$ cat config.mk
export PLATFORM = sky130hd
export DESIGN_NAME = mcu_spi_slave
export DESIGN_NICKNAME = d
export VERILOG_FILES = /design/src/rtl/mcu_spi_pkg.sv /design/src/rtl/mcu_spi_sync.sv /design/src/rtl/mcu_spi_slave.sv
export SDC_FILE = /design/constraint.sdc
export NUM_CORES = 1
export LEC_CHECK = 0
export ABC_AREA = 1
export CAP_MARGIN = 10
export CORE_UTILIZATION = 49
export CTS_BUF_LIST = sky130_fd_sc_hd__clkbuf_8 sky130_fd_sc_hd__clkbuf_16
export CTS_CLUSTER_SIZE = 20
export DETAILED_ROUTE_END_ITERATION = 7
export HOLD_SLACK_MARGIN = 0.06
export PLACE_DENSITY = 0.9
export SYNTH_ARGS = -nofsm -noshare
export SYNTH_HDL_FRONTEND = slang
export SYNTH_SLANG_ARGS = --single-unit
$ cat constraint.sdc
create_clock -name clk -period 2.2 [get_ports clk]
set_clock_uncertainty 0.15 [all_clocks]
set_input_delay 0.44 -clock clk [delete_from_list [all_inputs] [get_ports clk]]
set_output_delay 0.44 -clock clk [all_outputs]
set_load 0.01 [all_outputs]
$ cat src/rtl/mcu_spi_pkg.sv
// mcu_spi_pkg: shared definitions for the MCU SPI slave.
//   - byte width and bit-counter width
//   - target id constants (SYS, HID, OSD, SDC)
//   - frame FSM state enum
//   - helpers that decode a latched target id
package mcu_spi_pkg;

  localparam int BYTE_W  = 8;
  localparam int CNT_W   = 3;
  localparam int NUM_TGT = 4;

  localparam logic [BYTE_W-1:0] TGT_SYS = 8'd0;
  localparam logic [BYTE_W-1:0] TGT_HID = 8'd1;
  localparam logic [BYTE_W-1:0] TGT_OSD = 8'd2;
  localparam logic [BYTE_W-1:0] TGT_SDC = 8'd3;

  typedef enum logic [1:0] {
    WAIT_SS,  // after reset: wait until ss_n is seen high
    IDLE,     // deselected, waiting for ss_n to fall
    TARGET,   // receiving the command (target id) byte
    DATA      // forwarding payload bytes to the selected target
  } spi_state_e;

  // Ids 0..3 address a target; anything larger selects nobody.
  function automatic logic tgt_id_is_valid(input logic [BYTE_W-1:0] id);
    return id[BYTE_W-1:2] == '0;
  endfunction

  function automatic logic [NUM_TGT-1:0] tgt_onehot(input logic [BYTE_W-1:0] id);
    logic [NUM_TGT-1:0] oh;
    oh = '0;
    if (tgt_id_is_valid(id)) oh[id[1:0]] = 1'b1;
    return oh;
  endfunction

endpackage

$ cat src/rtl/mcu_spi_sync.sv
// mcu_spi_sync: 2-FF synchroniser for one asynchronous input, plus a third
// flop so rising/falling edges of the synchronised copy can be detected.
// Ports:
//   clk, reset   system clock, synchronous active-high reset
//   async_in     asynchronous input
//   sync_out     synchronised level
//   rise, fall   single-cycle pulses on edges of sync_out
// RST_VAL sets the level all three flops take during reset.
module mcu_spi_sync #(
  parameter logic RST_VAL = 1'b0
) (
  input  logic clk,
  input  logic reset,
  input  logic async_in,
  output logic sync_out,
  output logic rise,
  output logic fall
);

  logic meta_q;
  logic sync_q;
  logic prev_q;

  // NOTE: clocked state uses non-blocking assignments so every flop samples
  // the pre-edge value of its neighbour, forming a true shift chain.
  always_ff @(posedge clk) begin
    if (reset) begin
      meta_q <= RST_VAL;
      sync_q <= RST_VAL;
      prev_q <= RST_VAL;
    end else begin
      meta_q <= async_in;
      sync_q <= meta_q;
      prev_q <= sync_q;
    end
  end

  assign sync_out = sync_q;
  assign rise     = sync_q & ~prev_q;
  assign fall     = ~sync_q & prev_q;

endmodule

$ cat src/rtl/mcu_spi_slave.sv
// mcu_spi_slave: SPI mode-0 slave that routes MCU bytes to one of four
// targets. The first byte of a frame selects the target; following bytes are
// strobed to it, and the target's reply byte is shifted back on MISO.
// Ports:
//   clk, reset              system clock, synchronous active-high reset
//   spi_ss_n/sck/mosi       asynchronous SPI inputs (sck <= clk/8)
//   spi_miso                serial reply, MSB first, 0 while deselected
//   tgt_strobe[3:0]         one-hot byte strobe: SYS, HID, OSD, SDC
//   tgt_start               strobe carries the first payload byte of a frame
//   tgt_data                payload byte, valid with tgt_strobe
//   sys/hid/osd/sdc_rdata   reply byte from each target
//   err_count               aborted-frame counter
// Build option: define MCU_SPI_ERR_EN to implement the saturating abort
// counter; otherwise err_count is tied to 0x00.
module mcu_spi_slave
  import mcu_spi_pkg::*;
(
  input  logic              clk,
  input  logic              reset,
  input  logic              spi_ss_n,
  input  logic              spi_sck,
  input  logic              spi_mosi,
  output logic              spi_miso,
  output logic [NUM_TGT-1:0] tgt_strobe,
  output logic              tgt_start,
  output logic [BYTE_W-1:0] tgt_data,
  input  logic [BYTE_W-1:0] sys_rdata,
  input  logic [BYTE_W-1:0] hid_rdata,
  input  logic [BYTE_W-1:0] osd_rdata,
  input  logic [BYTE_W-1:0] sdc_rdata,
  output logic [7:0]        err_count
);

  logic ss_sync, ss_rise, ss_fall;
  logic sck_sync, sck_rise, sck_fall;
  logic mosi_sync, mosi_rise, mosi_fall;

  // ss_n resets to 0 (selected): if reset hits mid-frame with ss_n low, no
  // fake high level or falling edge appears, so the rest of the frame is
  // ignored until ss_n genuinely goes high.
  mcu_spi_sync #(.RST_VAL(1'b0)) u_ss_sync (
    .clk(clk), .reset(reset), .async_in(spi_ss_n),
    .sync_out(ss_sync), .rise(ss_rise), .fall(ss_fall)
  );

  mcu_spi_sync #(.RST_VAL(1'b0)) u_sck_sync (
    .clk(clk), .reset(reset), .async_in(spi_sck),
    .sync_out(sck_sync), .rise(sck_rise), .fall(sck_fall)
  );

  mcu_spi_sync #(.RST_VAL(1'b0)) u_mosi_sync (
    .clk(clk), .reset(reset), .async_in(spi_mosi),
    .sync_out(mosi_sync), .rise(mosi_rise), .fall(mosi_fall)
  );

  logic unused_sync_outs;
  assign unused_sync_outs = ^{sck_sync, mosi_rise, mosi_fall};

  spi_state_e        state_q, state_d;
  logic [CNT_W-1:0]  bit_cnt_q;
  logic [BYTE_W-1:0] rx_sr_q;
  logic [BYTE_W-1:0] tx_sr_q;
  logic [BYTE_W-1:0] tgt_id_q;
  logic              first_q;      // next forwarded byte is the frame's first
  logic              load_pend_q;  // strobe was high last cycle

  logic              in_frame;
  logic              sck_rise_ok;
  logic              sck_fall_ok;
  logic              byte_done;
  logic [BYTE_W-1:0] rx_byte;
  logic [BYTE_W-1:0] reply;

  assign in_frame    = (state_q == TARGET) || (state_q == DATA);
  assign sck_rise_ok = sck_rise & in_frame & ~ss_sync;
  assign sck_fall_ok = sck_fall & in_frame & ~ss_sync;
  assign rx_byte     = {rx_sr_q[BYTE_W-2:0], mosi_sync};
  assign byte_done   = sck_rise_ok && (bit_cnt_q == CNT_W'(BYTE_W - 1));

  // ---------------------------------------------------------------- FSM
  always_ff @(posedge clk) begin
    if (reset) state_q <= WAIT_SS;
    else       state_q <= state_d;
  end

  // NOTE: every combinational output gets a default first, so no path
  // leaves it unassigned and no latch is inferred.
  always_comb begin
    state_d = state_q;
    unique case (state_q)
      WAIT_SS: if (ss_sync)   state_d = IDLE;
      IDLE:    if (ss_fall)   state_d = TARGET;
      TARGET:  if (byte_done) state_d = DATA;
      DATA:                   state_d = DATA;
      default:                state_d = WAIT_SS;
    endcase
    // Deselect always ends the frame, whatever state we are in.
    if (ss_rise) state_d = IDLE;
  end

  // ---------------------------------------------------------- reply mux
  always_comb begin
    reply = '0;
    case (tgt_id_q)
      TGT_SYS: reply = sys_rdata;
      TGT_HID: reply = hid_rdata;
      TGT_OSD: reply = osd_rdata;
      TGT_SDC: reply = sdc_rdata;
      default: reply = '0;
    endcase
  end

  // ----------------------------------------------------------- datapath
  always_ff @(posedge clk) begin
    if (reset) begin
      bit_cnt_q   <= '0;
      rx_sr_q     <= '0;
      tx_sr_q     <= '0;
      tgt_id_q    <= '0;
      first_q     <= 1'b0;
      load_pend_q <= 1'b0;
      tgt_strobe  <= '0;
      tgt_start   <= 1'b0;
      tgt_data    <= '0;
    end else begin
      tgt_strobe  <= '0;
      tgt_start   <= 1'b0;
      load_pend_q <= |tgt_strobe;

      if (ss_rise) begin
        // Partial bits are dropped; MISO is gated low while deselected.
        bit_cnt_q <= '0;
        rx_sr_q   <= '0;
        tx_sr_q   <= '0;
      end else if ((state_q == IDLE) && ss_fall) begin
        bit_cnt_q <= '0;
        tx_sr_q   <= '0;
      end else begin
        if (sck_rise_ok) begin
          rx_sr_q   <= rx_byte;
          bit_cnt_q <= bit_cnt_q + CNT_W'(1);
        end

        if (byte_done && (state_q == TARGET)) begin
          tgt_id_q <= rx_byte;
          first_q  <= 1'b1;
        end else if (byte_done && (state_q == DATA) && tgt_id_is_valid(tgt_id_q)) begin
          tgt_strobe <= tgt_onehot(tgt_id_q);
          tgt_start  <= first_q;
          tgt_data   <= rx_byte;
          first_q    <= 1'b0;
        end

        // The reply lands two cycles after the strobe, before the falling
        // edge that closes the byte. That closing edge (bit counter already
        // wrapped to 0) must not shift, or the reply MSB would be lost;
        // falling edges inside a byte shift as usual.
        if (byte_done && (state_q == TARGET)) begin
          tx_sr_q <= '0;
        end else if (load_pend_q) begin
          tx_sr_q <= reply;
        end else if (sck_fall_ok && (bit_cnt_q != '0)) begin
          tx_sr_q <= {tx_sr_q[BYTE_W-2:0], 1'b0};
        end
      end
    end
  end

  assign spi_miso = tx_sr_q[BYTE_W-1] & ~ss_sync;

  // ------------------------------------------------------ abort counter
`ifdef MCU_SPI_ERR_EN
  logic [7:0] err_q;

  always_ff @(posedge clk) begin
    if (reset) begin
      err_q <= '0;
    end else if (ss_rise && (bit_cnt_q != '0) && (err_q != 8'hFF)) begin
      err_q <= err_q + 8'd1;
    end
  end

  assign err_count = err_q;
`else
  assign err_count = 8'h00;
`endif

endmodule
==> results by group <==
Status
  • Outcome: finished, final reports clean

Synth
  • Mux share of post-synthesis cell area: 0
  • Post-synth ARST share: 0
  • Largest area contributor in the netlist: dfxtp_1
  • Simple-gate portion of the synthesized area: 0.239
  • Synth cell types: 32
  • Most frequent cell after synthesis: dfxtp_1
  • Most used DFF post-synth: dfxtp_1
  • Seq/Total Area, Yosys: 0.430
  • Synth warn: 0
  • Synth top area share: 0.430
  • Adder-Cell Fraction of Synth Area: 0.0263
  • Compound-Gate Fraction of Synth Area: 0.193
  • Synth top cells by count: 51 x dfxtp_1, 42 x nand2_1, 37 x inv_1
  • Largest family of logic cells by synthesized area: simple AND/OR/NAND/NOR gates
  • Mapped cell area: 0.00238 sq mm
  • Register bit total from synthesis: 51
  • Mean Syn Cell Area: 7.66 sq um
  • Post-synthesis cell count: 310
  • Post-Synth XOR/XNOR Area: 0
  • EDFF count, synth: 0
  • Synth area leaders: dfxtp_1 43%, nand2_1 6.6%, o21ai_0 6.1%

Power and ir drop
  • Pint: 1.22 mW
  • Combinational power share: 0.080
  • Clock power share: 0.324
  • Sw frac: 0.222
  • Max VDD drop: 0.467 mV
  • NetSw: 0.348 mW
  • Lkg Pwr: 1.29 nW
  • PwrDens: 531 mW/mm^2
  • Flop pwr share: 0.596

Setup path
  • Crit-path slowest cell: clkdlybuf4s50_1
  • Worst EP arrival: 1.33 ns
  • Crit. Startpoint: u_ss_sync.sync_out
  • CP Launch Type: flip-flop
  • Crit path required time: 1.61 ns
  • Launching point of the worst reg2reg path: u_ss_sync.sync_out
  • CP peak stage delay: 0.54 ns
  • Max FO, Critical Path: 5
  • Kind of critical path: flip-flop to primary output
  • Worst R2R Path Depth: 8
  • Setup crit end kind: primary output
  • Worst-path cell chain: nor2_1 > clkdlybuf4s50_1

Global routing
  • Remaining global-route overflow: 0
  • Largest net degree at the start of global routing: 25
  • Vias in the first global route: 1938
  • Antenna violations before repair: 0
  • First-pass GRT wire length: 8.52 mm
  • Total global-route track usage: 0.211

Clocking
  • CTS Sinks: 51
  • Clk_lat worst skew: 0.30 ns
  • CTS Root Cell: clkbuf_8
  • Max Root-Sink Buffers: 2
  • Post-CTS setup buffer count: 0
  • Htree depth: 2
  • Total CTS buffers: 5
  • Worst-path clk slew: 0.08 ns
  • Hold Buf Count CTS: 0
  • CTS tree: built
  • Cts repair resizes: 0

Timing
  • Final min period: 1.92 ns
  • RSZ-0062 raised after global routing: no
  • Max-slew violation count: 0
  • Final Hold Viols: 0
  • Worst hold margin: 0.258 ns
  • # setup viols final: 0
  • Final worst path period share: 0.874
  • Setup TNS: 0 ns
  • Slew headroom: 0.637
  • Fmax achieved: 520 MHz
  • Worst slew pin tran: 0.542 ns

Route
  • Final WL: 5.24 mm
  • Drt drc: 0
  • Vias: 2110
  • Initial DRC count: 127
  • Routed len/inst: 12.7 um
  • Routed Antenna Nets: 0
  • Vias per cell: 5.12
  • Pre-antenna DRT Iters: 5

Layout
  • Number of fill cells: 381
  • Nets: 402
  • N_diodes: 0
  • Layout area overhead: 24.3%
  • Layout cells sized above 1: 0.100

Hold path
  • Hold-critical path depth: 2
  • Critical hold path startpoint: u_sck_sync.meta_q
  • HP Class: flip-flop to flip-flop

Die
  • Die X: 71.6 um
  • DIE HEIGHT: 71.6 um
  • Initial Util: 0.528
  • Die area: 0.00513 sq mm
  • Cell row count: 24
  • Core area: 0.00450 sq mm
  • IO Pins: 59

Place
  • Routability cong.: 0.817
  • I/O Buffers: 50
  • DP HPWL: 3.98 mm

Job
  • MaxCap Viol Count: 0
## worst paths after layout
path / end / slack, ns
setup / recovery: spi_miso / 0.28
hold / removal: u_sck_sync.sync_out / 0.26
setup reg to reg: tx_sr_q[2] / 0.33
hold reg to reg: u_sck_sync.sync_out / 0.26
## cell families (layout without fill, tap and decap cells)
kind of cell / after synthesis / after routing
flip-flops: 51 / 51
buffers and inverters: 57 / 100
AND/OR/NAND/NOR: 118 / 118
adder cells (fa/ha/maj): 5 / 5
other: 1 / 8
AO/OA/AOI/OAI: 78 / 78
## registers in the layout, summed over array words and instances, names as in the netlist, 2 cells and up
name,count
tgt_strobe,4
tx_sr_q,8
bit_cnt_q,3
tgt_data,8
rx_sr_q,7
tgt_id_q,8
state_q,2
## per-layer routing
| layer | global-route usage | vias up | wire (um) |
|---|---|---|---|
| li1 | - | 1089 | - |
| met5 | 0 | - | 0 |
| met3 | 0.0520 | 7 | 342 |
| met1 | 0.269 | 953 | 2420 |
| met2 | 0.345 | 61 | 2410 |
| met4 | 0.0784 | 0 | 67 |
## per-stage QoR
stage,power (mW),util,instances,area [sq um],setup slack (ns)
global placement,1.08,0.638,405,2870,0.304
detailed placement,1.08,0.638,405,2870,0.201
global route,1.63,0.656,412,2950,0.167
finish,1.57,0.656,412,2950,0.278
CTS,1.58,0.656,412,2950,0.252
floorplan,1.02,-,317,2400,0.637
## power groups by stage
stage / combinational, mW / sequential, mW / clock, mW
2_1_floorplan: 0.0596 / 0.956 / 0
3_3_place_gp: 0.121 / 0.956 / 0
3_5_place_dp: 0.124 / 0.957 / 0
4_1_cts: 0.125 / 0.935 / 0.516
5_1_grt: 0.137 / 0.936 / 0.553
6_report: 0.126 / 0.935 / 0.508
## worst max-delay path: cells and delay by family, from the launching register on
kind	cells	cell delay, ns
and+or+nand+nor	1	0.12
DFF	1	0.38
buffers and inverters	1	0.54
## final cells by class
type | count | area, sq um | area share
Timing Repair Buffer | 51 | 508 | 0.172
Inverter | 42 | 158 | 0.0534
Clock inverter | 2 | 13.8 | 0.00466
Tap cell | 52 | 65.1 | 0.0220
Clock buffer | 5 | 68.8 | 0.0233
Multi-Input combinational cell | 209 | 1120 | 0.379
Sequential cell | 51 | 1020 | 0.346
## cells in the final DEF (no fill, tap or decap), drive strengths merged
cell	instances
dfxtp	51
clkdlybuf4s50	50
nand2	44
inv	41
nor2	40
o21ai	40
a21oi	29
nand3	28
conb	8
o21bai	7
ha	5
clkbuf	5
clkinv	3
nor3	2
nand3b	1
a211oi	1
or2	1
nand4	1
a41oi	1
nor4	1
buf	1
Power figures use the tool's default switching activity.
